## config.mk

```make
export PLATFORM = sky130hd
export DESIGN_NAME = mem_port_arbiter_flat
export DESIGN_NICKNAME = d
export VERILOG_FILES = /design/src/rtl/mem_port_arbiter_pkg.sv /design/src/rtl/mem_port_arbiter_if.sv /design/src/rtl/mem_port_arbiter_rr_pick.sv /design/src/rtl/mem_port_arbiter.sv /design/src/flat_wrapper.sv
export SDC_FILE = /design/constraint.sdc
export NUM_CORES = 1
export LEC_CHECK = 0
export CORE_MARGIN = 8
export CORE_UTILIZATION = 41
export CTS_BUF_LIST = sky130_fd_sc_hd__clkbuf_4
export DETAILED_ROUTE_END_ITERATION = 6
export GPL_ROUTABILITY_DRIVEN = 0
export GPL_TIMING_DRIVEN = 0
export PLACE_DENSITY_LB_ADDON = 0.25
export SLEW_MARGIN = 10
export SYNTH_ARGS = -nofsm -noshare
export SYNTH_HDL_FRONTEND = slang
export SYNTH_SLANG_ARGS = --single-unit
```

## constraint.sdc

```tcl
create_clock -name clk -period 12.9 [get_ports clk]
set_input_delay 3.225 -clock clk [delete_from_list [all_inputs] [get_ports clk]]
set_output_delay 3.225 -clock clk [all_outputs]
set_load 0.02 [all_outputs]
```

## src/rtl/mem_port_arbiter_pkg.sv

```systemverilog
// Shared types and defaults for mem_port_arbiter and its picker.
package mem_arb_pkg;

  localparam int unsigned NCORES_DEF = 4;
  localparam int unsigned LD_LAT_DEF = 2;
  localparam int unsigned AW_DEF     = 16;
  localparam int unsigned DW_DEF     = 16;
  localparam int unsigned CIDW       = $clog2(NCORES_DEF);

  // One stage of the in-flight load tracker.
  typedef struct packed {
    logic            valid;
    logic [CIDW-1:0] core;
  } ld_tag_t;

  typedef enum logic [1:0] {
    OP_NONE,
    OP_LD,
    OP_ST
  } op_t;

endpackage

```

## src/rtl/mem_port_arbiter_if.sv

```systemverilog
// Core-side request/grant/response bus plus the memory-side strobes.
interface mem_port_arbiter_if
  import mem_arb_pkg::*;
#(
  parameter int unsigned NCORES = NCORES_DEF,
  parameter int unsigned AW     = AW_DEF,
  parameter int unsigned DW     = DW_DEF
);

  logic [NCORES-1:0]    req_ld;
  logic [NCORES-1:0]    req_st;
  logic [NCORES*AW-1:0] ld_addr;
  logic [NCORES*AW-1:0] st_addr;
  logic [NCORES*DW-1:0] st_data;
  logic [NCORES-1:0]    gnt_ld;
  logic [NCORES-1:0]    gnt_st;
  logic                 mem_ld_en;
  logic [AW-1:0]        mem_ld_addr;
  logic                 mem_st_en;
  logic [AW-1:0]        mem_st_addr;
  logic [DW-1:0]        mem_st_data;
  logic [DW-1:0]        mem_ld_data;
  logic [NCORES-1:0]    rsp_valid;
  logic [DW-1:0]        rsp_data;

  modport slave (
    input  req_ld, req_st, ld_addr, st_addr, st_data, mem_ld_data,
    output gnt_ld, gnt_st, mem_ld_en, mem_ld_addr, mem_st_en,
           mem_st_addr, mem_st_data, rsp_valid, rsp_data
  );

  modport master (
    output req_ld, req_st, ld_addr, st_addr, st_data, mem_ld_data,
    input  gnt_ld, gnt_st, mem_ld_en, mem_ld_addr, mem_st_en,
           mem_st_addr, mem_st_data, rsp_valid, rsp_data
  );

endinterface

```

## src/rtl/mem_port_arbiter_rr_pick.sv

```systemverilog
// N-way round-robin picker: first set request at or after ptr, wrapping.
module rr_pick #(
  parameter int unsigned N  = 4,
  parameter int unsigned IW = (N > 1) ? $clog2(N) : 1
) (
  input  logic [N-1:0]  req,
  input  logic [IW-1:0] ptr,
  output logic [N-1:0]  gnt_c,
  output logic [IW-1:0] idx_c,
  output logic          any_c
);

  // Scan N slots starting at ptr; the first hit wins.
  always_comb begin
    gnt_c = '0;
    idx_c = '0;
    any_c = 1'b0;
    for (int unsigned k = 0; k < N; k++) begin
      if (!any_c && req[(32'(ptr) + k) % N]) begin
        any_c                     = 1'b1;
        gnt_c[(32'(ptr) + k) % N] = 1'b1;
        idx_c                     = IW'((32'(ptr) + k) % N);
      end
    end
  end

endmodule

```

## src/rtl/mem_port_arbiter.sv

```systemverilog
// Round-robin arbiter sharing one memory load port and one store port among
// NCORES cores, with in-flight load tagging to route read data back.
// Optional macro MEM_ARB_STORE_FIRST_EN: any pending store beats all loads.
// NCORES must fit the package core-id width (CIDW).
module mem_port_arbiter
  import mem_arb_pkg::*;
#(
  parameter int unsigned NCORES = NCORES_DEF,
  parameter int unsigned LD_LAT = LD_LAT_DEF,
  parameter int unsigned AW     = AW_DEF,
  parameter int unsigned DW     = DW_DEF
) (
  input logic              clk,
  input logic              rst_n,
  mem_port_arbiter_if.slave bus
);

  logic [CIDW-1:0] rr_ptr_q, rr_ptr_d;
  logic            mem_ld_en_q, mem_ld_en_d;
  logic [AW-1:0]   mem_ld_addr_q, mem_ld_addr_d;
  logic [CIDW-1:0] ld_core_q, ld_core_d;
  logic            mem_st_en_q, mem_st_en_d;
  logic [AW-1:0]   mem_st_addr_q, mem_st_addr_d;
  logic [DW-1:0]   mem_st_data_q, mem_st_data_d;
  ld_tag_t         tag_q [LD_LAT];
  ld_tag_t         tag_d [LD_LAT];

  op_t               op;
  logic [CIDW-1:0]   win_idx;
  logic [NCORES-1:0] win_gnt;

`ifdef MEM_ARB_STORE_FIRST_EN
  logic [NCORES-1:0] st_gnt, ld_gnt;
  logic [CIDW-1:0]   st_idx, ld_idx;
  logic              st_any, ld_any;

  rr_pick #(.N(NCORES), .IW(CIDW)) u_pick_st (
    .req(bus.req_st), .ptr(rr_ptr_q), .gnt_c(st_gnt), .idx_c(st_idx), .any_c(st_any)
  );

  rr_pick #(.N(NCORES), .IW(CIDW)) u_pick_ld (
    .req(bus.req_ld), .ptr(rr_ptr_q), .gnt_c(ld_gnt), .idx_c(ld_idx), .any_c(ld_any)
  );

  // Store class first; loads only when no store is pending anywhere.
  always_comb begin
    op      = OP_NONE;
    win_idx = '0;
    win_gnt = '0;
    if (st_any) begin
      op      = OP_ST;
      win_idx = st_idx;
      win_gnt = st_gnt;
    end else if (ld_any) begin
      op      = OP_LD;
      win_idx = ld_idx;
      win_gnt = ld_gnt;
    end
  end
`else
  logic [NCORES-1:0] any_req, any_gnt;
  logic [CIDW-1:0]   any_idx;
  logic              any_any;

  assign any_req = bus.req_ld | bus.req_st;

  rr_pick #(.N(NCORES), .IW(CIDW)) u_pick (
    .req(any_req), .ptr(rr_ptr_q), .gnt_c(any_gnt), .idx_c(any_idx), .any_c(any_any)
  );

  // One ring over cores; a core's store outranks its own load.
  always_comb begin
    op      = OP_NONE;
    win_idx = '0;
    win_gnt = '0;
    if (any_any) begin
      op      = (|(any_gnt & bus.req_st)) ? OP_ST : OP_LD;
      win_idx = any_idx;
      win_gnt = any_gnt;
    end
  end
`endif

  // Combinational grants for the requesting cores.
  always_comb begin
    bus.gnt_ld = (op == OP_LD) ? win_gnt : '0;
    bus.gnt_st = (op == OP_ST) ? win_gnt : '0;
  end

  // Next state: memory operands, pointer advance and load-tag shift.
  always_comb begin
    rr_ptr_d      = rr_ptr_q;
    mem_ld_en_d   = 1'b0;
    mem_ld_addr_d = mem_ld_addr_q;
    ld_core_d     = ld_core_q;
    mem_st_en_d   = 1'b0;
    mem_st_addr_d = mem_st_addr_q;
    mem_st_data_d = mem_st_data_q;
    case (op)
      OP_LD: begin
        mem_ld_en_d   = 1'b1;
        mem_ld_addr_d = bus.ld_addr[32'(win_idx)*AW +: AW];
        ld_core_d     = win_idx;
      end
      OP_ST: begin
        mem_st_en_d   = 1'b1;
        mem_st_addr_d = bus.st_addr[32'(win_idx)*AW +: AW];
        mem_st_data_d = bus.st_data[32'(win_idx)*DW +: DW];
      end
      default: ;
    endcase
    if (op != OP_NONE) begin
      rr_ptr_d = (win_idx == CIDW'(NCORES-1)) ? '0 : win_idx + CIDW'(1);
    end
    // Tag enters alongside the registered strobe, emerges with read data.
    tag_d[0] = '{valid: mem_ld_en_q, core: ld_core_q};
    for (int unsigned s = 1; s < LD_LAT; s++) begin
      tag_d[s] = tag_q[s-1];
    end
  end

  // State registers; reset clears strobes and the in-flight tracker at once.
  always_ff @(posedge clk or negedge rst_n) begin
    if (!rst_n) begin
      rr_ptr_q      <= '0;
      mem_ld_en_q   <= 1'b0;
      mem_ld_addr_q <= '0;
      ld_core_q     <= '0;
      mem_st_en_q   <= 1'b0;
      mem_st_addr_q <= '0;
      mem_st_data_q <= '0;
      for (int unsigned s = 0; s < LD_LAT; s++) begin
        tag_q[s] <= '0;
      end
    end else begin
      rr_ptr_q      <= rr_ptr_d;
      mem_ld_en_q   <= mem_ld_en_d;
      mem_ld_addr_q <= mem_ld_addr_d;
      ld_core_q     <= ld_core_d;
      mem_st_en_q   <= mem_st_en_d;
      mem_st_addr_q <= mem_st_addr_d;
      mem_st_data_q <= mem_st_data_d;
      tag_q         <= tag_d;
    end
  end

  assign bus.mem_ld_en   = mem_ld_en_q;
  assign bus.mem_ld_addr = mem_ld_addr_q;
  assign bus.mem_st_en   = mem_st_en_q;
  assign bus.mem_st_addr = mem_st_addr_q;
  assign bus.mem_st_data = mem_st_data_q;

  // Route the returning word to the core named by the emerging tag.
  always_comb begin
    bus.rsp_valid = '0;
    bus.rsp_data  = '0;
    if (tag_q[LD_LAT-1].valid) begin
      bus.rsp_valid[tag_q[LD_LAT-1].core] = 1'b1;
      bus.rsp_data                        = bus.mem_ld_data;
    end
  end

endmodule

```

## src/flat_wrapper.sv

```systemverilog
// flat-port wrapper written by rule: the top's interface ports become plain ports
module mem_port_arbiter_flat import mem_arb_pkg::*;
#(
  parameter int unsigned NCORES = NCORES_DEF,
  parameter int unsigned LD_LAT = LD_LAT_DEF,
  parameter int unsigned AW     = AW_DEF,
  parameter int unsigned DW     = DW_DEF
)
  (clk, rst_n, bus_req_ld, bus_req_st, bus_ld_addr, bus_st_addr, bus_st_data, bus_mem_ld_data, bus_gnt_ld, bus_gnt_st, bus_mem_ld_en, bus_mem_ld_addr, bus_mem_st_en, bus_mem_st_addr, bus_mem_st_data, bus_rsp_valid, bus_rsp_data);
  mem_port_arbiter_if #(.NCORES(NCORES), .AW(AW), .DW(DW)) bus_i ();
  input logic clk;
  input logic rst_n;
  input wire logic [$bits(bus_i.req_ld)-1:0] bus_req_ld;
  input wire logic [$bits(bus_i.req_st)-1:0] bus_req_st;
  input wire logic [$bits(bus_i.ld_addr)-1:0] bus_ld_addr;
  input wire logic [$bits(bus_i.st_addr)-1:0] bus_st_addr;
  input wire logic [$bits(bus_i.st_data)-1:0] bus_st_data;
  input wire logic [$bits(bus_i.mem_ld_data)-1:0] bus_mem_ld_data;
  output wire logic [$bits(bus_i.gnt_ld)-1:0] bus_gnt_ld;
  output wire logic [$bits(bus_i.gnt_st)-1:0] bus_gnt_st;
  output wire logic [$bits(bus_i.mem_ld_en)-1:0] bus_mem_ld_en;
  output wire logic [$bits(bus_i.mem_ld_addr)-1:0] bus_mem_ld_addr;
  output wire logic [$bits(bus_i.mem_st_en)-1:0] bus_mem_st_en;
  output wire logic [$bits(bus_i.mem_st_addr)-1:0] bus_mem_st_addr;
  output wire logic [$bits(bus_i.mem_st_data)-1:0] bus_mem_st_data;
  output wire logic [$bits(bus_i.rsp_valid)-1:0] bus_rsp_valid;
  output wire logic [$bits(bus_i.rsp_data)-1:0] bus_rsp_data;
  assign bus_i.req_ld = bus_req_ld;
  assign bus_i.req_st = bus_req_st;
  assign bus_i.ld_addr = bus_ld_addr;
  assign bus_i.st_addr = bus_st_addr;
  assign bus_i.st_data = bus_st_data;
  assign bus_i.mem_ld_data = bus_mem_ld_data;
  assign bus_gnt_ld = bus_i.gnt_ld;
  assign bus_gnt_st = bus_i.gnt_st;
  assign bus_mem_ld_en = bus_i.mem_ld_en;
  assign bus_mem_ld_addr = bus_i.mem_ld_addr;
  assign bus_mem_st_en = bus_i.mem_st_en;
  assign bus_mem_st_addr = bus_i.mem_st_addr;
  assign bus_mem_st_data = bus_i.mem_st_data;
  assign bus_rsp_valid = bus_i.rsp_valid;
  assign bus_rsp_data = bus_i.rsp_data;
  mem_port_arbiter #(.NCORES(NCORES), .LD_LAT(LD_LAT), .AW(AW), .DW(DW)) u_core (.clk(clk), .rst_n(rst_n), .bus(bus_i));
endmodule
```

==> results of run 1 <==
-- worst min path at each step --
stage	from	slack (ns)	to
after floorplan	u_core.tag_d[0]	0.33	u_core.tag_q[0]
after detailed placement	u_core.tag_d[1]	0.34	u_core.tag_q[1]
final	u_core.tag_d[1]	0.36	u_core.tag_q[1]
after global routing	u_core.tag_d[1]	0.37	u_core.tag_q[1]
after CTS	u_core.tag_d[1]	0.36	u_core.tag_q[1]
after global placement	u_core.tag_d[2]	0.34	u_core.tag_q[2]
-- flip-flops by register name, summed over array words and instances, names as in the netlist --
name                    flops
u_core.bus.mem_ld_addr     16
u_core.bus.mem_st_addr     16
u_core.bus.mem_st_data     16
u_core.tag_d                3
u_core.tag_q                3
u_core.ld_core_q            2
u_core.rr_ptr_q             2
u_core.bus.mem_ld_en        1
u_core.bus.mem_st_en        1
-- cells in the mapped netlist (2+ instances only) --
master and count:
sky130_fd_sc_hd__a31oi_1 3, sky130_fd_sc_hd__mux2i_1 145, sky130_fd_sc_hd__mux2_2 35, sky130_fd_sc_hd__nor2_1 13
sky130_fd_sc_hd__and2_1 19, sky130_fd_sc_hd__nand3_1 2, sky130_fd_sc_hd__mux4_2 2, sky130_fd_sc_hd__a22oi_1 2
sky130_fd_sc_hd__clkbuf_1 13, sky130_fd_sc_hd__a22o_1 4, sky130_fd_sc_hd__nor3_1 5, sky130_fd_sc_hd__inv_1 3
sky130_fd_sc_hd__buf_6 4, sky130_fd_sc_hd__buf_2 7, sky130_fd_sc_hd__dfrtp_1 60, sky130_fd_sc_hd__a21oi_1 6
sky130_fd_sc_hd__nor3b_1 2, sky130_fd_sc_hd__nand2_1 9, sky130_fd_sc_hd__buf_4 3, sky130_fd_sc_hd__o21a_1 4
sky130_fd_sc_hd__or2_1 2, sky130_fd_sc_hd__or2_2 2, sky130_fd_sc_hd__mux2_1 5, sky130_fd_sc_hd__mux2_4 9
sky130_fd_sc_hd__o21ai_0 5, sky130_fd_sc_hd__xnor2_1 2, sky130_fd_sc_hd__a222oi_1 2, sky130_fd_sc_hd__ha_1 8
sky130_fd_sc_hd__nor2b_1 4
-- final cells by class --
| cell class | instances | area [um^2] |
|---|---|---|
| Tap cell | 140 | 175 |
| Fill cell | 779 | 2990 |
| Timing Repair Buffer | 295 | 2950 |
| Clock buffer | 11 | 82.6 |
| Inverter | 4 | 20.0 |
| Buffer | 29 | 175 |
| Antenna cell | 1 | 2.50 |
| Sequential cell | 60 | 1500 |
| Clock inverter | 5 | 76.3 |
| Multi-Input combinational cell | 306 | 2820 |
-- kinds of logic (layout without fill, tap and decap cells) --
kind of cell               after synthesis  in the layout  synth area share (%)
adders and majority gates                8              8                  2.22
DFF                                     60             60                  33.2
xor gates and xnor gates                 2              2                 0.388
other                                    0              1                     0
muxes                                  196            196                  46.1
buffers and inverters                   33            344                  4.32
and+or+nand+nor                         64             64                  7.73
AOI/OAI and AO/OA                       36             36                  6.04
-- per-layer routing --
layer,part of all wire [%],vias to the layer above
li1,-,2081
met1,36,2046
met2,54,181
met3,8.5,17
met4,1.4,0
met5,0,-
-- critical path: stages --
cell and delay (ns):
sky130_fd_sc_hd__clkdlybuf4s50_1 0.52, sky130_fd_sc_hd__or2_2 0.36, sky130_fd_sc_hd__mux4_2 0.51, sky130_fd_sc_hd__a21boi_4 0.18
sky130_fd_sc_hd__a222oi_1 0.31, sky130_fd_sc_hd__nand2_1 0.12, sky130_fd_sc_hd__a2111o_1 0.49, sky130_fd_sc_hd__buf_6 0.18
sky130_fd_sc_hd__buf_6 0.14, sky130_fd_sc_hd__and2_1 0.16, sky130_fd_sc_hd__clkdlybuf4s50_1 0.54
-- per-stage QoR --
| stage | utilization, % | setup WS (ns) | hold slack [ns] | cell area [um^2] |
|---|---|---|---|---|
| 6_report | 72.3 | 2.92 | 0.357 | 7800 |
| 5_1_grt | 72.3 | 2.74 | 0.368 | 7800 |
| 4_1_cts | 72.3 | 2.95 | 0.361 | 7800 |
| 3_5_place_dp | 70.8 | 2.96 | 0.339 | 7640 |
| 3_3_place_gp | 70.8 | 2.98 | 0.340 | 7650 |
| 2_1_floorplan | - | 4.09 | 0.331 | 4520 |
-- power by group --
part | switching [W] | internal [W] | leakage [nW]
clock network | 0.0000684 | 0.0000821 | 0.0845
registers | 0.0000542 | 0.000296 | 0.700
logic | 0.000718 | 0.000787 | 2.64
==> metrics.txt, run 1 <==
GRT Overall Usage 22.2%; total gr overflow 0; critical path type primary input to output port; Syn Nets 625; nets@finish 931; Worst-path clk slew 0.09 ns; TritonCTS clock tree yes; chip width 121 um; met2 GRT Util 41.4%; deepest level of the CTS H-tree 3; CP Launch Type primary input; CTS Sinks 60; VDD IR max 0.000130 V; Starting Density 41.9%; count of non-filler cells in the finished layout 851; distinct cell type count of the synthesized netlist 48; Post-Syn Area 4520 um^2; drc violations 0; Clock Tree Buf Depth 2; Die Y 121 um; Avg WL per Cell 19.4 um; antenna violation net count after detailed routing 0; slew margin rel. 42.0%; max cap viols 0; Power, Total 0.00201 W; startpoint of the lowest-slack register-to-register path u_core.rr_ptr_q[1]; CTS Hold Bufs 0; core region area 10800 um^2; worst min-delay path category flop to flop; ports placed on the boundary 296; buffer count from post-CTS setup fixing 0; most frequent standard cell in the layout excluding fill and tap cells sky130_fd_sc_hd__clkdlybuf4s50_1; endpoint arrival time on the critical path 6.76 ns; worst clock skew on the final layout 0.0164 ns; Yosys reg bits 60; first-pass iteration count of the detailed router 4; HPWL after detailed placement 13.9 mm; maximum fanout count along the critical path 10; number of vias per cell after detailed routing 5.08; share of flip-flops with an asynchronous set or reset after synthesis 100%; critical path required time 9.68 ns; proportion of synthesized chip area in sequential cells 33.2%; total negative setup slack 0 ns; met3 Usage GRT 8.05%; result of the run finished clean; Final Hold Vio Count 0; clk root buf sky130_fd_sc_hd__clkbuf_4; transition time at the pin with the least slew margin 0.870 ns; Pins Over Slew Limit 0; cell count of the worst hold path 0; vias in the first global route 4931; number of synthesized flops with an enable pin 0; met1 demand-to-capacity share in global routing 22.7%; dominant cells by area after synthesis sky130_fd_sc_hd__dfrtp_1 33%, sky130_fd_sc_hd__mux2i_1 32%, sky130_fd_sc_hd__mux2_2 8.7%; Reg2Reg Depth 14; routing layer with the top usage in global route met2; launch point of the critical path bus_req_st[0]; synthesized instance count 399; capturing element type of the critical path output port; violation count after the first detailed-routing iteration 194; FF-to-FF End u_core.bus.mem_ld_addr[1]; via total after detailed routing 4325; antenna violations before repair 1; top cell type by total area after synthesis sky130_fd_sc_hd__dfrtp_1; fraction of layout cells with a size suffix above 1 11.8%; final cycle utilization of the critical path 77.4%; synthesized area divided by synthesized cell count 11.3 um^2; TritonCTS Buffers 9; number of cells upsized or downsized after cts 0; Clk Latency, worst-skew pair 0.40 ns; register-to-register path setup slack 8.53 ns; proportion of netlist area held by the largest area contributor 33.2%; die footprint 14600 um^2; static power due to leakage 3.43 nW; Area growth syn-to-layout 72.8%; Inst Count DP 834; time the final worst path needs with I/O delays and setup 9.98 ns; Pwr per Cell Area 257 nW/um^2; unrepaired setup endpoints after global routing false; number of warnings issued by yosys 0; Routed WL 16.5 mm; quantity of I/O buffers inserted on ports 295; maximum number of pins on one net before global-route repair 61; first-pass GRT wire length 25.6 mm; Max Freq 0.100 GHz; Critical Path End bus_gnt_st[1]; most frequent cells in the layout 294 x sky130_fd_sc_hd__clkdlybuf4s50_1, 145 x sky130_fd_sc_hd__mux2i_1, 60 x sky130_fd_sc_hd__dfrtp_1; prevailing post-synth register cell sky130_fd_sc_hd__dfrtp_1; number of cell rows 38; final setup violation count 0
Note: power is estimated with default switching activity, not from simulation.
==> run 2: changes to the inputs <==
--- a/config.mk
+++ b/config.mk
@@ -6,7 +6,7 @@
 export NUM_CORES = 1
 export LEC_CHECK = 0
 export CORE_MARGIN = 8
-export CORE_UTILIZATION = 41
+export CORE_UTILIZATION = 38
 export CTS_BUF_LIST = sky130_fd_sc_hd__clkbuf_4
 export DETAILED_ROUTE_END_ITERATION = 6
 export GPL_ROUTABILITY_DRIVEN = 0
==> constraint.sdc (replaced) <==
create_clock -name clk -period 9.5 [get_ports clk]
set_input_delay 2.375 -clock clk [delete_from_list [all_inputs] [get_ports clk]]
set_output_delay 2.375 -clock clk [all_outputs]
set_load 0.02 [all_outputs]
==> metrics.txt, run 2 (synthesized netlist as in run 1, its figures left out) <==
first-pass iteration count of the detailed router 4 (unchanged); drc violations 0 (unchanged); final cycle utilization of the critical path 88.2%; static power due to leakage 3.40 nW (-0.77%); capturing element type of the critical path output port; result of the run finished clean; antenna violations before repair 1 (unchanged); fraction of layout cells with a size suffix above 1 11.5% (-0.28 points); most frequent cells in the layout 294 x sky130_fd_sc_hd__clkdlybuf4s50_1, 145 x sky130_fd_sc_hd__mux2i_1, 60 x sky130_fd_sc_hd__dfrtp_1; final setup violation count 0 (unchanged); time the final worst path needs with I/O delays and setup 8.38 ns; setup ws final 1.12 ns (-1.80 ns); number of cell rows 40 (+5.3%); maximum fanout count along the critical path 10 (unchanged); deepest level of the CTS H-tree 3 (unchanged); violation count after the first detailed-routing iteration 139 (-28%); final hold slack 0.355 ns (-0.00182 ns); CTS Sinks 60 (unchanged); ports placed on the boundary 296 (unchanged); Routed WL 16.6 mm (+0.84%); unrepaired setup endpoints after global routing false; antenna violation net count after detailed routing 0 (unchanged); critical path required time 7.13 ns (-2.55 ns); buffer count from post-CTS setup fixing 0 (unchanged); critical path, cell by cell clkdlybuf4s50_1 -> nor2_1 -> a21oi_1 -> and2_1 -> a222oi_1 -> nand2_1 -> a2111o_1 -> buf_6 -> buf_6 -> and2_1 -> clkdlybuf4s50_1; endpoint arrival time on the critical path 6.00 ns (-0.76 ns); critical path type primary input to output port; max cap viols 0 (unchanged); number of vias per cell after detailed routing 5.09 (+0.24%); slew margin rel. 41.5% (-0.47 points); TritonCTS clock tree yes; Final Hold Vio Count 0 (unchanged); worst slack after detailed placement 1.17 ns (-1.78 ns); Max Freq 0.119 GHz; core region area 11800 um^2 (+9.4%); die footprint 15600 um^2 (+6.8%); Starting Density 38.3% (-3.6 points); transition time at the pin with the least slew margin 0.877 ns (+0.00712 ns); total gr overflow 0 (unchanged); vias in the first global route 4899 (-0.65%); clk root buf sky130_fd_sc_hd__clkbuf_4; maximum single-stage delay on the critical path 0.54 ns (about the same); Pins Over Slew Limit 0 (unchanged); Clk Latency, worst-skew pair 0.38 ns (-0.02 ns); HPWL after detailed placement 14.0 mm (+0.55%); via total after detailed routing 4371 (+1.1%); GRT Overall Usage 20.6% (-1.6 points); TritonCTS Buffers 9 (unchanged); Avg WL per Cell 19.4 um (about the same); worst min-delay path category flop to flop; slowest stage cell on the critical path sky130_fd_sc_hd__clkdlybuf4s50_1; Worst-path clk slew 0.10 ns (about the same); nets@finish 931 (unchanged); Pwr per Cell Area 346 nW/um^2 (+35%); worst clock skew on the final layout 0.00997 ns (-0.00645 ns); Clock Tree Buf Depth 2 (unchanged); VDD IR max 0.000160 V (+23%); number of cells upsized or downsized after cts 0 (unchanged); most frequent standard cell in the layout excluding fill and tap cells sky130_fd_sc_hd__clkdlybuf4s50_1; total negative setup slack 0 ns (unchanged); Die Y 125 um (+3.4%); quantity of I/O buffers inserted on ports 295 (unchanged); maximum number of pins on one net before global-route repair 61 (unchanged); CP Launch Type primary input; Area growth syn-to-layout 71.7%; first-pass GRT wire length 25.8 mm (+0.75%); CTS Hold Bufs 0 (unchanged); chip width 125 um (+3.4%)
[run 2: cell count changes in the layout (fill, tap and decap cells not counted)]
cell	before	now
sky130_fd_sc_hd__clkbuf_4	11	9
sky130_fd_sc_hd__bufinv_16	2	0
sky130_fd_sc_hd__clkinv_2	1	3
sky130_fd_sc_hd__clkinv_1	1	3
[run 2: final cells by class]
type | instances | area [um^2]
antenna | 1 | 2.50
buffer | 29 | 175
clock buffer | 9 | 67.6
clock inverter | 7 | 33.8
fill | 963 | 4060
inverter | 4 | 20.0
multi-input combinational | 306 | 2820
sequential | 60 | 1500
tap | 147 | 184
timing repair buffer | 295 | 2950
[run 2: power by group]
| group | switching (W) | total, W | internal (W) |
|---|---|---|---|
| combinational | 0.000997 | 0.00207 | 0.00107 |
| sequential | 0.0000722 | 0.000474 | 0.000402 |
| clock | 0.0000937 | 0.000144 | 0.0000499 |
| total | 0.00116 | 0.00268 | 0.00152 |
[run 2: worst max-delay path: cells and delay by family]
kind	cells	cell delay, ns
and+or+nand+nor	4	1.04
AOI/OAI and AO/OA	3	1.23
buffers and inverters	4	1.36
[run 2: through the flow]
stage               power, W  util (%)  cells  area [um^2]
global route         0.00285      65.7    858         7760
global placement     0.00251      64.8    841         7650
detailed placement   0.00256      64.8    841         7650
finish               0.00268      65.7    858         7760
floorplan            0.00185         -    399         4520
CTS                  0.00271      65.6    857         7750
[run 2: metal layers]
metal,global-route usage [%],vias up,wire length (um)
met1,21.6,2098,6280
met4,5.01,0,187
met5,0,-,0
met3,6.08,12,1260
li1,-,2076,-
met2,39.1,185,8910
[run 2: final timing paths]
path / slack (ns) / startpoint / to / depth (start not counted)
worst max-delay path: 1.12 / bus_req_st[1] / bus_gnt_st[1] / 11
worst max register to register: 5.05 / u_core.rr_ptr_q[1] / u_core.bus.mem_st_data[12] / 14
worst min register to register: 0.36 / u_core.tag_d[2] / u_core.tag_q[2] / 0
max in group asynchronous: 6.95 / rst_n / u_core.tag_d[0] / 1
worst min-delay path: 0.36 / u_core.tag_d[2] / u_core.tag_q[2] / 0
min in group asynchronous: 2.05 / rst_n / u_core.bus.mem_ld_addr[4] / 1
==> run 3: changes to the inputs <==
--- a/config.mk
+++ b/config.mk
@@ -12,6 +12,7 @@
 export GPL_ROUTABILITY_DRIVEN = 0
 export GPL_TIMING_DRIVEN = 0
 export PLACE_DENSITY_LB_ADDON = 0.25
+export SETUP_SLACK_MARGIN = 0.15
 export SLEW_MARGIN = 10
 export SYNTH_ARGS = -nofsm -noshare
 export SYNTH_HDL_FRONTEND = slang
==> results of run 3 <==
The final DEF is identical to that of run 2; final timing and power are the same.
